`config.mk`:
```
export PLATFORM = sky130hd
export DESIGN_NAME = switch_debounce
export DESIGN_NICKNAME = d
export VERILOG_FILES = /design/src/rtl/switch_debounce.sv
export SDC_FILE = /design/constraint.sdc
export NUM_CORES = 1
export LEC_CHECK = 0
export BUFFER_PORTS_ARGS = -buffer_cell sky130_fd_sc_hd__buf_2
export CORE_ASPECT_RATIO = 1.5
export CORE_MARGIN = 8
export CORE_UTILIZATION = 40
export CTS_BUF_LIST = sky130_fd_sc_hd__clkbuf_8
export DETAILED_ROUTE_END_ITERATION = 10
export PLACE_DENSITY = 0.63
export SETUP_SLACK_MARGIN = 0.1
export SYNTH_ARGS = -nofsm -noshare
export SYNTH_HDL_FRONTEND = slang
export SYNTH_SLANG_ARGS = --single-unit
```
`constraint.sdc`:
```
create_clock -name clk -period 2.65 [get_ports clk]
set_input_delay 0.3975 -clock clk [delete_from_list [all_inputs] [get_ports clk]]
set_output_delay 0.3975 -clock clk [all_outputs]
set_load 0.05 [all_outputs]
```
`src/rtl/switch_debounce.sv`:
```
`default_nettype none
// ============================================================================
// Module   : switch_debounce
// Purpose  : Conditions WIDTH asynchronous slide-switch lines. Each line goes
//            through a 2-FF synchroniser and is accepted as a new level only
//            after STABLE_CYCLES consecutive samples that differ from the
//            current debounced level. A one-cycle change strobe with a per-bit
//            mask accompanies every accepted change.
// Ports    : clk          - system clock, rising edge
//            rst_n        - asynchronous active-low reset
//            switch_raw   - raw asynchronous switch levels  [WIDTH]
//            switch_db    - debounced, registered levels    [WIDTH]
//            change_pulse - one-cycle strobe on any switch_db change
//            changed_mask - switch_db bits changed on that edge [WIDTH]
//            stable       - all channels idle and in agreement with input
// Revision : 1.0 - initial release
// ============================================================================
module switch_debounce #(
    parameter int WIDTH         = 4,
    parameter int STABLE_CYCLES = 1_000_000
) (
    input  logic             clk,
    input  logic             rst_n,
    input  logic [WIDTH-1:0] switch_raw,
    output logic [WIDTH-1:0] switch_db,
    output logic             change_pulse,
    output logic [WIDTH-1:0] changed_mask,
    output logic             stable
);

    localparam int              c_cnt_w    = $clog2(STABLE_CYCLES + 1);
    localparam logic [c_cnt_w-1:0] c_cnt_zero = '0;
    localparam logic [c_cnt_w-1:0] c_cnt_one  = c_cnt_w'(1);
    localparam logic [c_cnt_w-1:0] c_cnt_last = c_cnt_w'(STABLE_CYCLES - 1);

    localparam logic [0:0] c_st_idle  = 1'b0;
    localparam logic [0:0] c_st_count = 1'b1;

    logic [WIDTH-1:0] w_accept;
    logic [WIDTH-1:0] w_db;
    logic [WIDTH-1:0] w_ch_stable;

    logic             r_change_pulse;
    logic [WIDTH-1:0] r_changed_mask;

    generate
        for (genvar i = 0; i < WIDTH; i++) begin : g_ch
            logic               r_sync1;
            logic               r_sync2;
            logic               r_db;
            logic [0:0]         r_state;
            logic [c_cnt_w-1:0] r_cnt;
            logic               w_mismatch;

            assign w_mismatch = (r_sync2 != r_db);

            // With a single-cycle requirement the first mismatching sample
            // is accepted directly from IDLE; otherwise acceptance happens
            // when the run of mismatches reaches its final count.
            assign w_accept[i] = w_mismatch &&
                                 (((r_state == c_st_idle) && (STABLE_CYCLES == 1)) ||
                                  ((r_state == c_st_count) && (r_cnt == c_cnt_last)));

            always_ff @(posedge clk or negedge rst_n) begin
                if (!rst_n) begin
                    r_sync1 <= 1'b0;
                    r_sync2 <= 1'b0;
                    r_db    <= 1'b0;
                    r_state <= c_st_idle;
                    r_cnt   <= c_cnt_zero;
                end else begin
                    r_sync1 <= switch_raw[i];
                    r_sync2 <= r_sync1;
                    if (w_accept[i]) begin
                        r_db    <= r_sync2;
                        r_cnt   <= c_cnt_zero;
                        r_state <= c_st_idle;
                    end else if (r_state == c_st_idle) begin
                        if (w_mismatch) begin
                            r_state <= c_st_count;
                            r_cnt   <= c_cnt_one;
                        end
                    end else begin
                        // A matching sample is a bounce: drop the partial run.
                        if (!w_mismatch) begin
                            r_cnt   <= c_cnt_zero;
                            r_state <= c_st_idle;
                        end else begin
                            r_cnt   <= r_cnt + c_cnt_one;
                        end
                    end
                end
            end

            assign w_db[i]        = r_db;
            assign w_ch_stable[i] = (r_cnt == c_cnt_zero) && !w_mismatch;
        end
    endgenerate

    // Strobes are registered so they line up with the switch_db update.
    always_ff @(posedge clk or negedge rst_n) begin
        if (!rst_n) begin
            r_change_pulse <= 1'b0;
            r_changed_mask <= '0;
        end else begin
            r_change_pulse <= |w_accept;
            r_changed_mask <= w_accept;
        end
    end

    assign switch_db    = w_db;
    assign change_pulse = r_change_pulse;
    assign changed_mask = r_changed_mask;
    assign stable       = &w_ch_stable;

endmodule
`default_nettype wire

```
==> results.md <==
- Status: complete, no violations
- Max Transition Viols Final: 0
- Yosys reg bits: ~100
- RSZ-0062 raised after global routing: true
- CTS root buffer: clkbuf_8
- Yosys cell types: 50
- Worst Hold Class: in2async
- Final setup TNS: 0 ns
- Die area: about 18000 µm²
- FP Rows: 52
- Crit path required time: between 2 and 2.5 ns
- GRT Residual Overflow: 0
- Post-DR vias/cell: 5.913
- Residual DRC count: 0
- Clock Sinks: 101
- Htree depth: 3
- Pre-antenna DRT Iters: 7
- Largest net degree at the start of global routing: 48
- Ys async rst share: 100.0%
- Critical path startpoint category: flip-flop
- Synth Area per Inst: 9.256 µm²
- Cell Pwr Density: 463.3 nW/µm²
- Leakage: 0.002598 µW
- Top_reg_cell synth: dfrtp_1
- Inserted Diodes: 0
- Reg clk slew, reported paths: roughly 0.09 ns
- CP endpoint kind: output port
- Detail Route Antenna Nets: 0
- Most frequent cells in the layout: dfrtp_1, nand2_1, nand3_1, nor2_1, o21ai_0
- Hold Fails Final Rpt: 0
- Total vias in the final route: 4642
- Initial antenna violation count: 0
- GPL Wtd Cong: 0.8151
- Yosys warns: 0
- Vias in the first global route: 4410
- IO Port Bufs: 15
- Placed Instances: 753
- Cell Area, Synth: 5544 µm²
- Total Routing Usage GR: 14.90%
- Routed length per instance: 16.90 µm
- CTS tree: built
- Area Overhead vs Synth: 11.10%
- Hold_buf cts: 0
- Non-filler cells, final: 785
- Crit Path Class: reg2out
- Number of top-level pins: 16
- Die height: 160.2 µm
- Initial DRC count: 330
- Final-layout fill cell count: 1312
- Fmax: 0.4033 GHz
- Worst-Skew Late Latency: about 0.37 ns
- Post-Route Utilization: 45.52%
- Fin crit share: 93.56%
- CP max FO: 5
- Share of post-route cells with drive strength above 1: 18.14%
- Dpl hpwl: approximately 9000 µm
- Fin crit period: 2.479 ns
- Sequential-to-total area share from yosys stat: 45.59%
- WL final: 13270 µm
- Initial Utilization: 40.97%
- Max cap viols: 0
- Die width: 112.1 µm
- Cells after Synth: 599
- Syn Nets: approximately 600
- Clock tree buffer depth: 2
- Critical Path AT: 2.08 ns
- CTS Buf Count: 9
- Skew final: approximately 0.010 ns
- Max IR drop VDD: 0.1970 mV
- Slew Limit Headroom: 50.27%
- Setup Viol. Count Final: 0
- EDFF count, synth: 0
- First-pass GRT wire length: around 22000 µm
- Final nets: 634
- Commonest non-fill, non-tap cell in the layout: dfrtp_1
- Pin slew with the least headroom to its limit: 0.7391 ns
- Core region area: about 14000 µm²
==> flip-flops by register name, indices dropped and copies added (netlist names) <==
signal and flops:
g_ch.r_db 4, g_ch.r_sync1 4, changed_mask 4, change_pulse 1
g_ch.r_state 4, g_ch.r_cnt 80, g_ch.r_sync2 4
==> cells in the mapped netlist (3+ instances only) <==
library cell / instances / share of area, %
or4_1: 7 / 0.95
clkbuf_1: 6 / 0.41
nor4_2: 3 / 0.68
nor2_1: 41 / 2.8
nand2_1: 75 / 5.1
buf_4: 4 / 0.54
nor3_1: 8 / 0.72
clkbuf_2: 4 / 0.36
a22o_1: 16 / 2.5
or4_4: 3 / 0.61
nand3_1: 44 / 4.0
mux2_2: 4 / 0.81
and3_1: 7 / 0.79
nand4_1: 26 / 2.9
a31oi_1: 38 / 4.3
inv_1: 16 / 1.1
a21oi_1: 19 / 1.7
a41oi_1: 5 / 0.79
buf_6: 6 / 1.2
dfrtp_1: 101 / 46
nor4_1: 16 / 1.8
nand2b_1: 6 / 0.68
buf_2: 13 / 1.2
and4_1: 8 / 1.3
xnor2_1: 22 / 3.5
o21ai_0: 39 / 3.5
xor2_1: 16 / 2.5
a211oi_1: 4 / 0.54
ha_1: 8 / 1.8
and2_1: 3 / 0.34
a21o_1: 5 / 0.68
==> where the power goes <==
part	internal (µW)	switching, µW
logic	116	204
registers	1590	52.4
clock network	377	518
total	2080	775
==> per-layer routing <==
metal  up-vias  global-route usage (%)  wire, µm
li1       2235                       -         -
met1      2280                   18.42      5912
met2        98                   24.26      6549
met3        29                   3.171       446
met4         0                   6.839       358
met5         -                       0         0
==> cell families after synthesis <==
family          share of synthesized area, %
xor+xnor                               6.003
fa+ha+maj                              1.806
flops                                  45.59
mux                                   0.8124
compound gates                         15.73
simple gates                           25.21
buf+inv                                4.852
==> critical path, stage by stage (launching register included) <==
cell	delay [ns]
dfrtp_2	0.45
or4_4	0.56
nor2_4	0.16
nand3_2	0.09
nor4_4	0.25
buf_6	0.20
==> final cells by class <==
class	count	area (µm²)	area share (%)
Sequential cell	101	2547	41.36
Clock buffer	11	151.4	2.458
Inverter	16	60.06	0.9750
Timing Repair Buffer	44	314.1	5.099
Tap cell	162	202.7	3.291
Multi-Input combinational cell	448	2870	46.60
Clock inverter	3	13.76	0.2234
==> path summary, 6_finish.rpt <==
kind                                    from                end  cells past startpoint  slack, ns
max in group asynchronous              rst_n   g_ch[1].r_cnt[5]                      2       1.89
max reg2reg                g_ch[2].r_cnt[11]  g_ch[2].r_cnt[10]                      7       0.41
min reg2reg                  g_ch[1].r_sync1    g_ch[1].r_sync2                      0       0.35
max                        g_ch[2].r_cnt[11]             stable                      5       0.17
min in group clk               switch_raw[0]    g_ch[0].r_sync1                      1       0.12
min                                    rst_n  g_ch[2].r_cnt[12]                      1       0.01
==> timing repair <==
action / 4_1_cts / 5_1_grt
endpoints found under the setup margin: 1 / 17
pin swaps: 1 / 6
setup buffers: 6 / 12
resized for setup: 14 / 25
==> metrics by stage <==
step	hold slack (ns)	area [µm²]	total power [µW]	setup slack, ns
floorplan	0.1019	5559	1857	0.3537
global placement	0.3347	5725	1955	0.3106
detailed placement	0.3373	5725	1967	0.2112
CTS	0.04038	5995	2889	0.1030
global route	0.05533	6160	3009	0.03802
finish	0.01466	6160	2854	0.1705
No activity file was read; power rests on OpenSTA's default activity.
